===== config.mk =====
export PLATFORM = sky130hd
export DESIGN_NAME = tiny_dnn_axis_framer_flat
export DESIGN_NICKNAME = d
export VERILOG_FILES = /design/src/rtl/tiny_dnn_axis_pkg.sv /design/src/rtl/tiny_dnn_axis_if.sv /design/src/rtl/tiny_dnn_axis_skid.sv /design/src/rtl/tiny_dnn_axis_framer.sv /design/src/flat_wrapper.sv
export SDC_FILE = /design/constraint.sdc
export NUM_CORES = 1
export LEC_CHECK = 0
export CAP_MARGIN = 10
export CORE_MARGIN = 4
export CORE_UTILIZATION = 40
export CTS_BUF_LIST = sky130_fd_sc_hd__clkbuf_4 sky130_fd_sc_hd__clkbuf_8 sky130_fd_sc_hd__clkbuf_16
export DETAILED_ROUTE_END_ITERATION = 12
export PLACE_DENSITY = 0.74
export SLEW_MARGIN = 5
export SYNTH_ARGS = -nofsm -noshare
export SYNTH_HDL_FRONTEND = slang
export SYNTH_SLANG_ARGS = --single-unit

===== constraint.sdc =====
create_clock -name AXIS_ACLK -period 3.85 [get_ports AXIS_ACLK]
set_input_delay 0.77 -clock AXIS_ACLK [delete_from_list [all_inputs] [get_ports AXIS_ACLK]]
set_output_delay 0.77 -clock AXIS_ACLK [all_outputs]
set_load 0.03 [all_outputs]

===== src/rtl/tiny_dnn_axis_pkg.sv =====
// tiny_dnn_axis_pkg: shared widths, FSM states and the buffered beat record
package tiny_dnn_axis_pkg;
    localparam int DW = 32;
    localparam int LW = 12;
    localparam int FW = 8;
    typedef enum logic [1:0] {IDLE, RUN, FLUSH} state_t;
    typedef struct packed {
        logic [DW-1:0] data;
        logic          last;
    } beat_t;
endpackage


===== src/rtl/tiny_dnn_axis_if.sv =====
// tiny_dnn_axis_if: AXI4-Stream bundle with master/slave views
interface tiny_dnn_axis_if #(parameter int DW = tiny_dnn_axis_pkg::DW);
    logic            TVALID;
    logic            TREADY;
    logic            TLAST;
    logic [DW-1:0]   TDATA;
    logic [DW/8-1:0] TKEEP;
    modport master (output TVALID, TDATA, TKEEP, TLAST, input TREADY);
    modport slave  (input TVALID, TDATA, TKEEP, TLAST, output TREADY);
endinterface


===== src/rtl/tiny_dnn_axis_skid.sv =====
// tiny_dnn_axis_skid: 2-entry FIFO with registered head output and flush
module tiny_dnn_axis_skid
    import tiny_dnn_axis_pkg::*;
#(
    parameter type T = beat_t
) (
    input  logic       clk,
    input  logic       rst_n,
    input  logic       flush,
    input  logic       push,
    input  logic       pop,
    input  T           din,
    output T           dout,
    output logic [1:0] cnt
);
    T e0_q, e0_d, e1_q, e1_d;
    logic [1:0] cnt_q, cnt_d;
    logic do_pop, do_push, wr_lo;

    // pop shifts the tail forward; a push lands in the first free slot after that shift
    always_comb begin
        do_pop  = pop && (cnt_q != 2'd0);
        do_push = push && (cnt_q != 2'd2 || do_pop);
        wr_lo   = do_push && (cnt_q == {1'b0, do_pop});
        e0_d    = wr_lo ? din : do_pop ? e1_q : e0_q;
        e1_d    = (do_push && !wr_lo) ? din : e1_q;
        cnt_d   = flush ? 2'd0 : cnt_q + {1'b0, do_push} - {1'b0, do_pop};
    end

    // storage and occupancy registers
    always_ff @(posedge clk or negedge rst_n) begin
        if (!rst_n) begin
            e0_q  <= '0;
            e1_q  <= '0;
            cnt_q <= 2'd0;
        end else begin
            e0_q  <= e0_d;
            e1_q  <= e1_d;
            cnt_q <= cnt_d;
        end
    end

    assign dout = e0_q;
    assign cnt  = cnt_q;
endmodule


===== src/rtl/tiny_dnn_axis_framer.sv =====
// tiny_dnn_axis_framer: re-frames an untagged result stream with TLAST every len beats
module tiny_dnn_axis_framer #(
    parameter int DW = tiny_dnn_axis_pkg::DW,
    parameter int LW = tiny_dnn_axis_pkg::LW,
    parameter int FW = tiny_dnn_axis_pkg::FW
) (
    input  logic          AXIS_ACLK,
    input  logic          AXIS_ARESETN,
    input  logic          start,
    input  logic          abort,
    input  logic [LW-1:0] len,
    input  logic [FW-1:0] nfrm,
    output logic          busy,
    output logic          done,
    output logic          err,
    output logic [LW-1:0] beat_cnt,
    output logic [FW-1:0] frm_cnt,
    tiny_dnn_axis_if.slave  S_AXIS,
    tiny_dnn_axis_if.master M_AXIS
);
    import tiny_dnn_axis_pkg::*;

    typedef struct packed {
        logic [DW-1:0] data;
        logic          last;
    } rec_t;

    state_t state_q, state_d;
    logic [LW-1:0] len_q, len_d, beat_q, beat_d;
    logic [FW-1:0] nfrm_q, nfrm_d, frm_q, frm_d;
    logic err_q, err_d, done_q, done_d;
    logic [1:0] cnt;
    logic acc, last, pop;
    rec_t din, head;

    assign S_AXIS.TREADY = (state_q == RUN) && (cnt != 2'd2);
    assign acc           = S_AXIS.TVALID && S_AXIS.TREADY;
    assign last          = beat_q == len_q - LW'(1);
    assign pop           = M_AXIS.TVALID && M_AXIS.TREADY;
    assign din           = '{data: S_AXIS.TDATA, last: last};

    tiny_dnn_axis_skid #(.T(rec_t)) u_skid (
        .clk   (AXIS_ACLK),
        .rst_n (AXIS_ARESETN),
        .flush (abort),
        .push  (acc),
        .pop   (pop),
        .din   (din),
        .dout  (head),
        .cnt   (cnt)
    );

    assign M_AXIS.TVALID = cnt != 2'd0;
    assign M_AXIS.TDATA  = head.data;
    assign M_AXIS.TLAST  = head.last && M_AXIS.TVALID;
    assign M_AXIS.TKEEP  = {(DW/8){M_AXIS.TVALID}};

    // run control: abort overrides everything, then start/accept/drain per state
    always_comb begin
        state_d = state_q;
        len_d   = len_q;
        nfrm_d  = nfrm_q;
        beat_d  = beat_q;
        frm_d   = frm_q;
        err_d   = err_q;
        done_d  = 1'b0;
        if (abort) begin
            state_d = IDLE;
            beat_d  = '0;
            frm_d   = '0;
        end else if (state_q == IDLE && start) begin
            if (len != '0 && nfrm != '0) begin
                state_d = RUN;
                len_d   = len;
                nfrm_d  = nfrm;
                beat_d  = '0;
                frm_d   = '0;
                err_d   = 1'b0;
            end else begin
                err_d = 1'b1;
            end
        end else if (state_q == RUN && acc) begin
            beat_d  = last ? '0 : beat_q + LW'(1);
            frm_d   = last ? frm_q + FW'(1) : frm_q;
            state_d = (last && frm_q == nfrm_q - FW'(1)) ? FLUSH : RUN;
        end else if (state_q == FLUSH && cnt == 2'd0) begin
            state_d = IDLE;
            done_d  = 1'b1;
        end
    end

    // control and counter registers
    always_ff @(posedge AXIS_ACLK or negedge AXIS_ARESETN) begin
        if (!AXIS_ARESETN) begin
            state_q <= IDLE;
            len_q   <= '0;
            nfrm_q  <= '0;
            beat_q  <= '0;
            frm_q   <= '0;
            err_q   <= 1'b0;
            done_q  <= 1'b0;
        end else begin
            state_q <= state_d;
            len_q   <= len_d;
            nfrm_q  <= nfrm_d;
            beat_q  <= beat_d;
            frm_q   <= frm_d;
            err_q   <= err_d;
            done_q  <= done_d;
        end
    end

    assign busy     = state_q != IDLE;
    assign done     = done_q;
    assign err      = err_q;
    assign beat_cnt = beat_q;
    assign frm_cnt  = frm_q;
endmodule


===== src/flat_wrapper.sv =====
// flat-port wrapper written by rule: the top's interface ports become plain ports
module tiny_dnn_axis_framer_flat import tiny_dnn_axis_pkg::*;
#(
    parameter int DW = tiny_dnn_axis_pkg::DW,
    parameter int LW = tiny_dnn_axis_pkg::LW,
    parameter int FW = tiny_dnn_axis_pkg::FW
)
  (AXIS_ACLK, AXIS_ARESETN, start, abort, len, nfrm, busy, done, err, beat_cnt, frm_cnt, S_AXIS_TVALID, S_AXIS_TDATA, S_AXIS_TKEEP, S_AXIS_TLAST, S_AXIS_TREADY, M_AXIS_TVALID, M_AXIS_TDATA, M_AXIS_TKEEP, M_AXIS_TLAST, M_AXIS_TREADY);
  tiny_dnn_axis_if #(.DW(DW)) S_AXIS_i ();
  tiny_dnn_axis_if #(.DW(DW)) M_AXIS_i ();
  input  logic AXIS_ACLK;
  input  logic AXIS_ARESETN;
  input  logic start;
  input  logic abort;
  input  logic [LW-1:0] len;
  input  logic [FW-1:0] nfrm;
  output logic busy;
  output logic done;
  output logic err;
  output logic [LW-1:0] beat_cnt;
  output logic [FW-1:0] frm_cnt;
  input wire logic [$bits(S_AXIS_i.TVALID)-1:0] S_AXIS_TVALID;
  input wire logic [$bits(S_AXIS_i.TDATA)-1:0] S_AXIS_TDATA;
  input wire logic [$bits(S_AXIS_i.TKEEP)-1:0] S_AXIS_TKEEP;
  input wire logic [$bits(S_AXIS_i.TLAST)-1:0] S_AXIS_TLAST;
  output wire logic [$bits(S_AXIS_i.TREADY)-1:0] S_AXIS_TREADY;
  output wire logic [$bits(M_AXIS_i.TVALID)-1:0] M_AXIS_TVALID;
  output wire logic [$bits(M_AXIS_i.TDATA)-1:0] M_AXIS_TDATA;
  output wire logic [$bits(M_AXIS_i.TKEEP)-1:0] M_AXIS_TKEEP;
  output wire logic [$bits(M_AXIS_i.TLAST)-1:0] M_AXIS_TLAST;
  input wire logic [$bits(M_AXIS_i.TREADY)-1:0] M_AXIS_TREADY;
  assign S_AXIS_i.TVALID = S_AXIS_TVALID;
  assign S_AXIS_i.TDATA = S_AXIS_TDATA;
  assign S_AXIS_i.TKEEP = S_AXIS_TKEEP;
  assign S_AXIS_i.TLAST = S_AXIS_TLAST;
  assign S_AXIS_TREADY = S_AXIS_i.TREADY;
  assign M_AXIS_TVALID = M_AXIS_i.TVALID;
  assign M_AXIS_TDATA = M_AXIS_i.TDATA;
  assign M_AXIS_TKEEP = M_AXIS_i.TKEEP;
  assign M_AXIS_TLAST = M_AXIS_i.TLAST;
  assign M_AXIS_i.TREADY = M_AXIS_TREADY;
  tiny_dnn_axis_framer #(.DW(DW), .LW(LW), .FW(FW)) u_core (.AXIS_ACLK(AXIS_ACLK), .AXIS_ARESETN(AXIS_ARESETN), .start(start), .abort(abort), .len(len), .nfrm(nfrm), .busy(busy), .done(done), .err(err), .beat_cnt(beat_cnt), .frm_cnt(frm_cnt), .S_AXIS(S_AXIS_i), .M_AXIS(M_AXIS_i));
endmodule

==> results_dict.tcl, run 1 <==
set metrics [dict create \
    start_kind "flop" \
    setup_tns_ns 0 \
    portBuffers 119 \
    synth_most_common_cell "dfrtp_1" \
    antenna_found_initial 0 \
    worstMarginPinSlew_ns 0.9484 \
    ys.flop_type "dfrtp_1" \
    insertion_delay_ns 0.36 \
    final_max_slew_viol_count 0 \
    criticalPathCategory "flop to flop" \
    initial_utilization_pct 41.10 \
    nNetsFinal 721 \
    synth-seq-area-share_pct 46.57 \
    multi_input_comb_area_um2 2766 \
    drc 0 \
    area_delta_synth_final_pct 23.56 \
    grt_max_degree 67 \
    ys_warn_count 0 \
    syn-num-nets 647 \
    die_y_um 130.7 \
    synth-edff-count 0 \
    hold_path.startpoint "u_core.err" \
    routed_wl_um 14650 \
    critPathMaxFanout 16 \
    required_ns 4.10 \
    grt_usage_pct 17.72 \
    peakVddDrop_mv 0.4904 \
    vias 4674 \
    r2r-start "u_core.len_q[0]" \
    async_flop_share_pct 100.0 \
    detail-route-antenna-nets 0 \
    fp-row-count 44 \
    yosys.area.top_type "dfrtp_1" \
    netlist_area_um2 6018 \
    drv_cap 0 \
    cts_resized 0 \
    cts_inserted_buffers 9 \
    n_fill_cell 1319 \
    core_area_um2 14640 \
    worstPathArrival_ns 3.73 \
    gp_congestion 0.8401 \
    grt_pass1_wl_um 23840 \
    die_area_um2 17070 \
    dp_hpwl_um 10520 \
    clock-root-buffer "clkbuf_16" \
    cts.sink_count 112 \
    die_w_um 130.7 \
    hold_violations 0 \
    rsz0062_at_grt "no" \
    fin_skew_ns 0.009501 \
    clk_pin_slew_ns 0.08 \
    period_needed_ns 3.480 \
    drive_gt1_share_pct 13.70 \
    worstHoldPathType "flop to flop" \
    setup_violations 0 \
    powerDensity_nw_per_um2 605.5 \
    synth_area_leaders "dfrtp_1 (47%), mux2_2 (9.7%), mux2i_1 (6.2%), buf_4 (4.5%), o21ai_0 (4.3%)" \
    ios 125 \
    drt-wirelength-per-cell_um 17.42 \
    register_area_um2 2803 \
    avgSynthCellArea_um2 10.41 \
    relSlewSlack_pct 35.97 \
    cts_tree "done" \
    post_cts_buffers 0 \
    avgViaCountPerCell 5.558 \
    first_pass_iters 5 \
    power_w 0.004503 \
    fmax_mhz 287.3 \
    synth.distinct_cells 59 \
    syn_inst 578 \
    worstSetupEndpointType "flop" \
    netlist_top_cells_count "dfrtp_1 (112), nand2_1 (59), mux2_2 (52), o21ai_0 (52), mux2i_1 (37)" \
    grt_overflow_total 0 \
    antennaDiodeCount 0 \
    synth_top_area_share_pct 46.57 \
    cts_hold_buf 0 \
    leakagePower_nw 3.245 \
    finalCritPeriodShare_pct 90.40 \
    outcome "complete, no violations" \
    cts_buffer_depth 2 \
    synth-seq-cells 112 \
    drt_iter0_markers 297 \
    grt_pass1_vias 4898 \
    ctsHtreeMaxLevel 3 \
    crit_start "u_core.len_q[0]" \
]
==> registers in the layout (all words and copies together), names as in the netlist <==
name	count
u_core.err	1
u_core.u_skid.cnt	2
u_core.beat_cnt	12
u_core.frm_cnt	8
u_core.u_skid.dout	33
u_core.done	1
u_core.nfrm_q	8
u_core.len_q	12
u_core.u_skid.e1_q	33
u_core.state_q	2
==> power breakdown <==
group	total, W	switching (W)	leakage, nW	internal [W]
Clock	0.000940	0.000474	0.146	0.000466
Combinational	0.00178	0.000956	1.67	0.000820
Sequential	0.00179	0.000249	1.42	0.00154
==> final cells by class <==
type / count / area share (%)
Sequential cell: 112 / 37.69
Multi-Input combinational cell: 381 / 37.20
Timing Repair Buffer: 128 / 17.06
Clock buffer: 10 / 3.130
Tap cell: 184 / 3.096
Inverter: 20 / 1.010
Clock inverter: 6 / 0.8077
==> critical path, cell delays in order, from the launching register on <==
cell and delay (ns):
dfrtp_1 0.48, inv_1 0.09, ha_1 0.21, nor2b_1 0.57, o21ai_0 0.20, a2111oi_0 0.62
a21oi_1 0.16, o2111ai_4 0.29, nand3_1 0.38, o31ai_1 0.37
==> per-stage QoR <==
| step | setup slack, ns | instance area [µm²] | utilization (%) | hold WS [ns] | std cells |
|---|---|---|---|---|---|
| after CTS | 0.3904 | 7436 | 50.78 | 0.5060 | 841 |
| after detailed placement | 0.3869 | 7143 | 48.78 | 0.4883 | 825 |
| after global routing | 0.1287 | 7436 | 50.78 | 0.5265 | 841 |
| after floorplan | 1.006 | 6018 | - | 0.4492 | 578 |
| after global placement | 0.5010 | 7143 | 48.78 | 0.4647 | 825 |
| final | 0.3696 | 7436 | 50.78 | 0.5032 | 841 |
==> worst paths after layout <==
check	cells past startpoint	endpoint	slack [ns]
min reg2reg	1	u_core.err	0.50
min	1	u_core.err	0.50
min in group asynchronous	1	u_core.frm_cnt[0]	0.53
max	9	u_core.beat_cnt[7]	0.37
max in group asynchronous	2	u_core.u_skid.e1_q[7]	2.58
max reg2reg	9	u_core.beat_cnt[7]	0.37
==> layout by cell type, fill, tap and decap left out, types with 5 or more instances in the layout <==
cell type and count:
nor2_1 20, nand3_1 20, a31oi_1 6, mux2_2 52, mux2i_1 37, o21ai_0 52
xor2_1 8, nor4_1 9, clkdlybuf4s50_1 118, ha_1 6, nand2_1 58, o211ai_1 6
dfrtp_1 112, nor3_1 8, xnor2_1 17, buf_4 9, nand2b_1 6, clkbuf_16 9
a21oi_1 9, inv_1 20, and3_1 5
==> kinds of logic after synthesis <==
logic type | after synthesis | share of synthesized area [%]
xor+xnor | 26 | 4.012
mux | 89 | 15.88
compound gates | 102 | 11.08
fa+ha+maj | 6 | 1.247
simple gates | 158 | 13.49
buf+inv | 85 | 7.713
flops | 112 | 46.57
==> per-layer routing <==
metal / GRT usage, % / vias up / part of all wire, %
met5: 0 / - / 0
met1: 20.58 / 2311 / 40
met2: 30.26 / 183 / 50
met3: 7.154 / 20 / 8.9
met4: 5.142 / 0 / 1.6
li1: - / 2160 / -
No activity file was read; power rests on OpenSTA's default activity.
==> inputs of run 2 (changes only) <==
- ABC_CLOCK_PERIOD_IN_PS: not set -> 3850
- CORE_UTILIZATION: 40 -> 50
- PLACE_DENSITY: 0.74 -> 0.87
- SLEW_MARGIN: 5 -> 20
==> run 2 against run 1 <==
Compared with the run above:
- clock-buffer cell count rose by 1
- hold slack got worse by 0.050 ns
- utilization rose by 13 points
- critical path depth did not move
- critical endpoint is now u_core.frm_cnt[1]
- largest power group unchanged
==> results_dict.tcl, run 2 (synthesis results as in run 1) <==
set metrics [dict create \
    outcome "complete, no violations" \
    cts_tree "done" \
    cts_inserted_buffers 9 \
    clock-root-buffer "clkbuf_16" \
    max_stage_delay_ns 0.58 \
    rsz0062_at_grt "no" \
    drt-wirelength-per-cell_um 17.94 \
    clk_pin_slew_ns 0.07 \
    grt_util_met3_pct 8.457 \
    n_fill_cell 937 \
    first_pass_iters 5 \
    leakagePower_nw 3.243 \
    cp_slowest_cell "nor2b_1" \
    r2r_setup_slack_ns 0.35 \
    path_cells "inv_1 > ha_1 > nor2b_1 > a21oi_2 > or4_4 > nor4_4 > o2111ai_4 > a21oi_1 > o21ai_0" \
    gp_congestion 0.8361 \
    worstHoldPathType "primary input to asynchronous set/reset pin" \
    relSlewSlack_pct 32.94 \
    antennaDiodeCount 0 \
    worstSetupEndpointType "flop" \
    ctsHtreeMaxLevel 3 \
    post_cts_buffers 0 \
    die_area_um2 13860 \
    grt_usage_pct 21.27 \
    required_ns 4.06 \
    cts_buffer_depth 2 \
    setup_violations 0 \
    grt_pass1_vias 4858 \
    grt_overflow_total 0 \
    initial_utilization_pct 51.82 \
    period_needed_ns 3.505 \
    die_w_um 117.7 \
    met1_usage_pct 24.33 \
    peakVddDrop_mv 0.5178 \
    grt_max_degree 67 \
    cts_resized 0 \
    drv_cap 0 \
    worstMarginPinSlew_ns 0.9933 \
    core_area_um2 11610 \
    final_max_slew_viol_count 0 \
    busiest_layer "met2" \
    hold_violations 0 \
    detail-route-antenna-nets 0 \
    dp_hpwl_um 10380 \
    start_kind "flop" \
    routed_wl_um 14370 \
    nNetsFinal 722 \
    powerDensity_nw_per_um2 607.7 \
    antenna_found_initial 0 \
    grt_pass1_wl_um 24320 \
    area_delta_synth_final_pct 22.52 \
    criticalPathCategory "flop to flop" \
    worstPathArrival_ns 3.72 \
    drt_iter0_markers 382 \
    fin_skew_ns 0.007006 \
    finalCritPeriodShare_pct 91.04 \
    setup_tns_ns 0 \
    fp-row-count 39 \
    die_y_um 117.7 \
    insertion_delay_ns 0.35 \
    met2_usage_pct 35.90 \
    portBuffers 119 \
    layout_commonest_cell "clkdlybuf4s50_1" \
    power_w 0.004481 \
    avgViaCountPerCell 5.824 \
    vias 4665 \
    drc 0 \
    cts.sink_count 112 \
    layout_common_cells "clkdlybuf4s50_1 (118), dfrtp_1 (112), nand2_1 (58)" \
    fmax_mhz 285.3 \
    critPathMaxFanout 16 \
    drive_gt1_share_pct 13.83 \
    ios 125 \
    cts_hold_buf 0 \
]
## run 2: path summary, 6_finish.rpt
kind | startpoint | end | cells after the start
min in group AXIS_ACLK | u_core.err | u_core.err | 1
worst max register to register | u_core.len_q[0] | u_core.frm_cnt[1] | 9
worst min register to register | u_core.err | u_core.err | 1
worst min-delay path | AXIS_ARESETN | u_core.frm_cnt[0] | 1
worst max-delay path | u_core.len_q[0] | u_core.frm_cnt[1] | 9
max in group asynchronous | AXIS_ARESETN | u_core.len_q[10] | 2
## run 2: layout make-up
cell class	count	area [µm²]	area share, %
tap	143	178.9	2.427
clock buffer	11	240.2	3.258
clock inverter	5	46.29	0.6279
multi-input combinational	381	2766	37.52
sequential	112	2803	38.01
timing repair buffer	129	1264	17.14
inverter	20	75.07	1.018
## run 2: worst max-delay path: cells and delay by family, from the launching register on
| kind | cells | cell delay, ns |
|---|---|---|
| compound gates | 4 | 1.13 |
| fa+ha+maj | 1 | 0.21 |
| buf+inv | 1 | 0.09 |
| flops | 1 | 0.46 |
| simple gates | 3 | 1.47 |
## run 2: metal layers
metal  part of all wire [%]  wire [µm]
met1                     39       5616
met2                     50       7131
met3                    9.1       1309
met4                    2.2        312
met5                      0          0
## run 2: where the power goes
group	total [W]	leakage, nW	internal (W)	switching [W]
logic	0.00178	1.67	0.000820	0.000962
registers	0.00178	1.42	0.00154	0.000245
clock network	0.000916	0.144	0.000468	0.000449
## run 2: stage by stage
step	util [%]	cell area, µm²	cells	setup slack, ns	hold WS, ns
after floorplan	-	6018	578	1.006	0.4492
after global placement	61.02	7087	785	0.5155	0.4639
after detailed placement	61.02	7087	785	0.3839	0.4879
after CTS	63.49	7373	801	0.3914	0.4806
after global routing	63.49	7373	801	0.08967	0.5104
final	63.49	7373	801	0.3450	0.4529
==> inputs of run 3 (changes only) <==
- SETUP_SLACK_MARGIN: not set -> 0.5
- SLEW_MARGIN: 20 -> not set
==> run 3 against run 2 <==
Compared with the run above:
- critical path depth stayed put
- setup slack gained 0.41 ns
- clock power about the same
- clock-buffer cell count unchanged
- wire length is 0.51% lower
- global-route usage is essentially flat
- die area is the same
- largest cell class unchanged
==> results_dict.tcl, run 3 (synthesis results as in run 1) <==
set metrics [dict create \
    grt_max_degree 67 \
    clock-root-buffer "clkbuf_16" \
    cts_hold_buf 0 \
    layout_commonest_cell "clkdlybuf4s50_1" \
    power_w 0.004485 \
    crit_cells 9 \
    critPathMaxFanout 9 \
    max_stage_delay_ns 0.56 \
    cp_slowest_cell "or4_4" \
    grt_overflow_total 0 \
    required_ns 4.12 \
    portBuffers 119 \
    peakVddDrop_mv 0.5193 \
    setup_violations 0 \
    criticalPathCategory "flop to flop" \
    fin_area_um2 7406 \
    area_delta_synth_final_pct 23.06 \
    drt-wirelength-per-cell_um 17.80 \
    avgViaCountPerCell 5.788 \
    detail-route-antenna-nets 0 \
    finalCritPeriodShare_pct 80.39 \
    place_area_um2 7087 \
    worstSetupEndpointType "flop" \
    fp-row-count 39 \
    ctsHtreeMaxLevel 3 \
    worstHoldPathType "primary input to asynchronous set/reset pin" \
    antennaDiodeCount 0 \
    cts_tree "done" \
    period_needed_ns 3.095 \
    powerDensity_nw_per_um2 605.6 \
    fin_skew_ns 0.006929 \
    setup_tns_ns 0 \
    drc 0 \
    insertion_delay_ns 0.35 \
    rsz0062_at_grt "no" \
    dr_wl_met2_um 7145 \
    relSlewSlack_pct 37.16 \
    routed_wl_um 14300 \
    cp_top_family "simple AND/OR/NAND/NOR gates" \
    nNetsFinal 724 \
    core_area_um2 11610 \
    die_y_um 117.7 \
    grt_pass1_vias 4857 \
    ios 125 \
    antenna_found_initial 0 \
    cts_inserted_buffers 9 \
    cts_buffer_depth 2 \
    die_area_um2 13860 \
    dp_hpwl_um 10380 \
    fmax_mhz 323.1 \
    start_kind "flop" \
    grt_pass1_wl_um 24330 \
    drv_cap 0 \
    wl_met3_um 1274 \
    outcome "complete, no violations" \
    hold_violations 0 \
    vias 4648 \
    initial_utilization_pct 51.82 \
    drt-met1-wl_um 5605 \
    grt_usage_pct 21.28 \
    first_pass_iters 4 \
    layout_common_cells "clkdlybuf4s50_1 (118), dfrtp_1 (112), nand2_1 (58)" \
    leakagePower_nw 3.257 \
    crit_buf_inv 1 \
    path_cells "inv_1 > ha_1 > nor2b_4 > a21oi_2 > or4_4 > nor4_4 > o2111ai_4 > a2111oi_4 > mux2i_1" \
    drive_gt1_share_pct 14.55 \
    final_max_slew_viol_count 0 \
    cts.sink_count 112 \
    drt_iter0_markers 323 \
    die_w_um 117.7 \
    worstMarginPinSlew_ns 0.9417 \
    gp_congestion 0.8361 \
    clk_pin_slew_ns 0.07 \
    worstPathArrival_ns 3.37 \
    dr.max_layer_used "met4" \
    reg2regPathDepth 9 \
]
-- run 3: path summary, 6_finish.rpt --
path,slack [ns],from,endpoint
hold / removal,0.45,AXIS_ARESETN,u_core.frm_cnt[5]
min in group AXIS_ACLK,0.50,u_core.err,u_core.err
max in group asynchronous,2.46,AXIS_ARESETN,u_core.len_q[10]
setup / recovery,0.76,u_core.len_q[0],u_core.frm_cnt[7]
setup reg to reg,0.76,u_core.len_q[0],u_core.frm_cnt[7]
hold reg to reg,0.50,u_core.err,u_core.err
-- run 3: final cells by class --
cell class                      instances  area (µm²)
Clock buffer                           11       240.2
Clock inverter                          5       46.29
Fill cell                             927        4208
Inverter                               20       75.07
Multi-Input combinational cell        381        2784
Sequential cell                       112        2803
Tap cell                              143       178.9
Timing Repair Buffer                  131        1279
-- run 3: metrics by stage --
stage	std cells	utilization [%]	setup slack [ns]	hold slack [ns]
6_report	803	63.77	0.7551	0.4534
3_3_place_gp	785	61.02	0.5155	0.4639
5_1_grt	803	63.77	0.5559	0.5104
2_1_floorplan	578	-	1.006	0.4492
4_1_cts	801	63.51	0.5788	0.4806
3_5_place_dp	785	61.02	0.3839	0.4879
-- run 3: where the power goes --
part           internal (W)  total [W]  switching, W
Combinational      0.000823    0.00179      0.000963
Sequential          0.00154    0.00178      0.000246
Clock              0.000467   0.000915      0.000448
Total               0.00283    0.00449       0.00166
-- run 3: metal layers --
layer	track usage, %	vias to the layer above
li1	-	2170
met1	24.33	2295
met2	35.79	165
met3	8.506	18
met4	8.278	0
met5	0	-
-- run 3: worst register-to-register path: stages, from the launching register on --
cell and delay [ns]:
dfrtp_1 0.46, inv_1 0.09, ha_1 0.24, nor2b_4 0.31, a21oi_2 0.09, or4_4 0.56, nor4_4 0.32, o2111ai_4 0.28
a2111oi_4 0.43, mux2i_1 0.23
-- run 3: what timing repair did --
action	in CTS	in global routing
hold endpoints to repair	0	0
gates resized for setup	1	5
setup endpoints to repair	7	13
buffers inserted	0	2
pin swaps	0	1
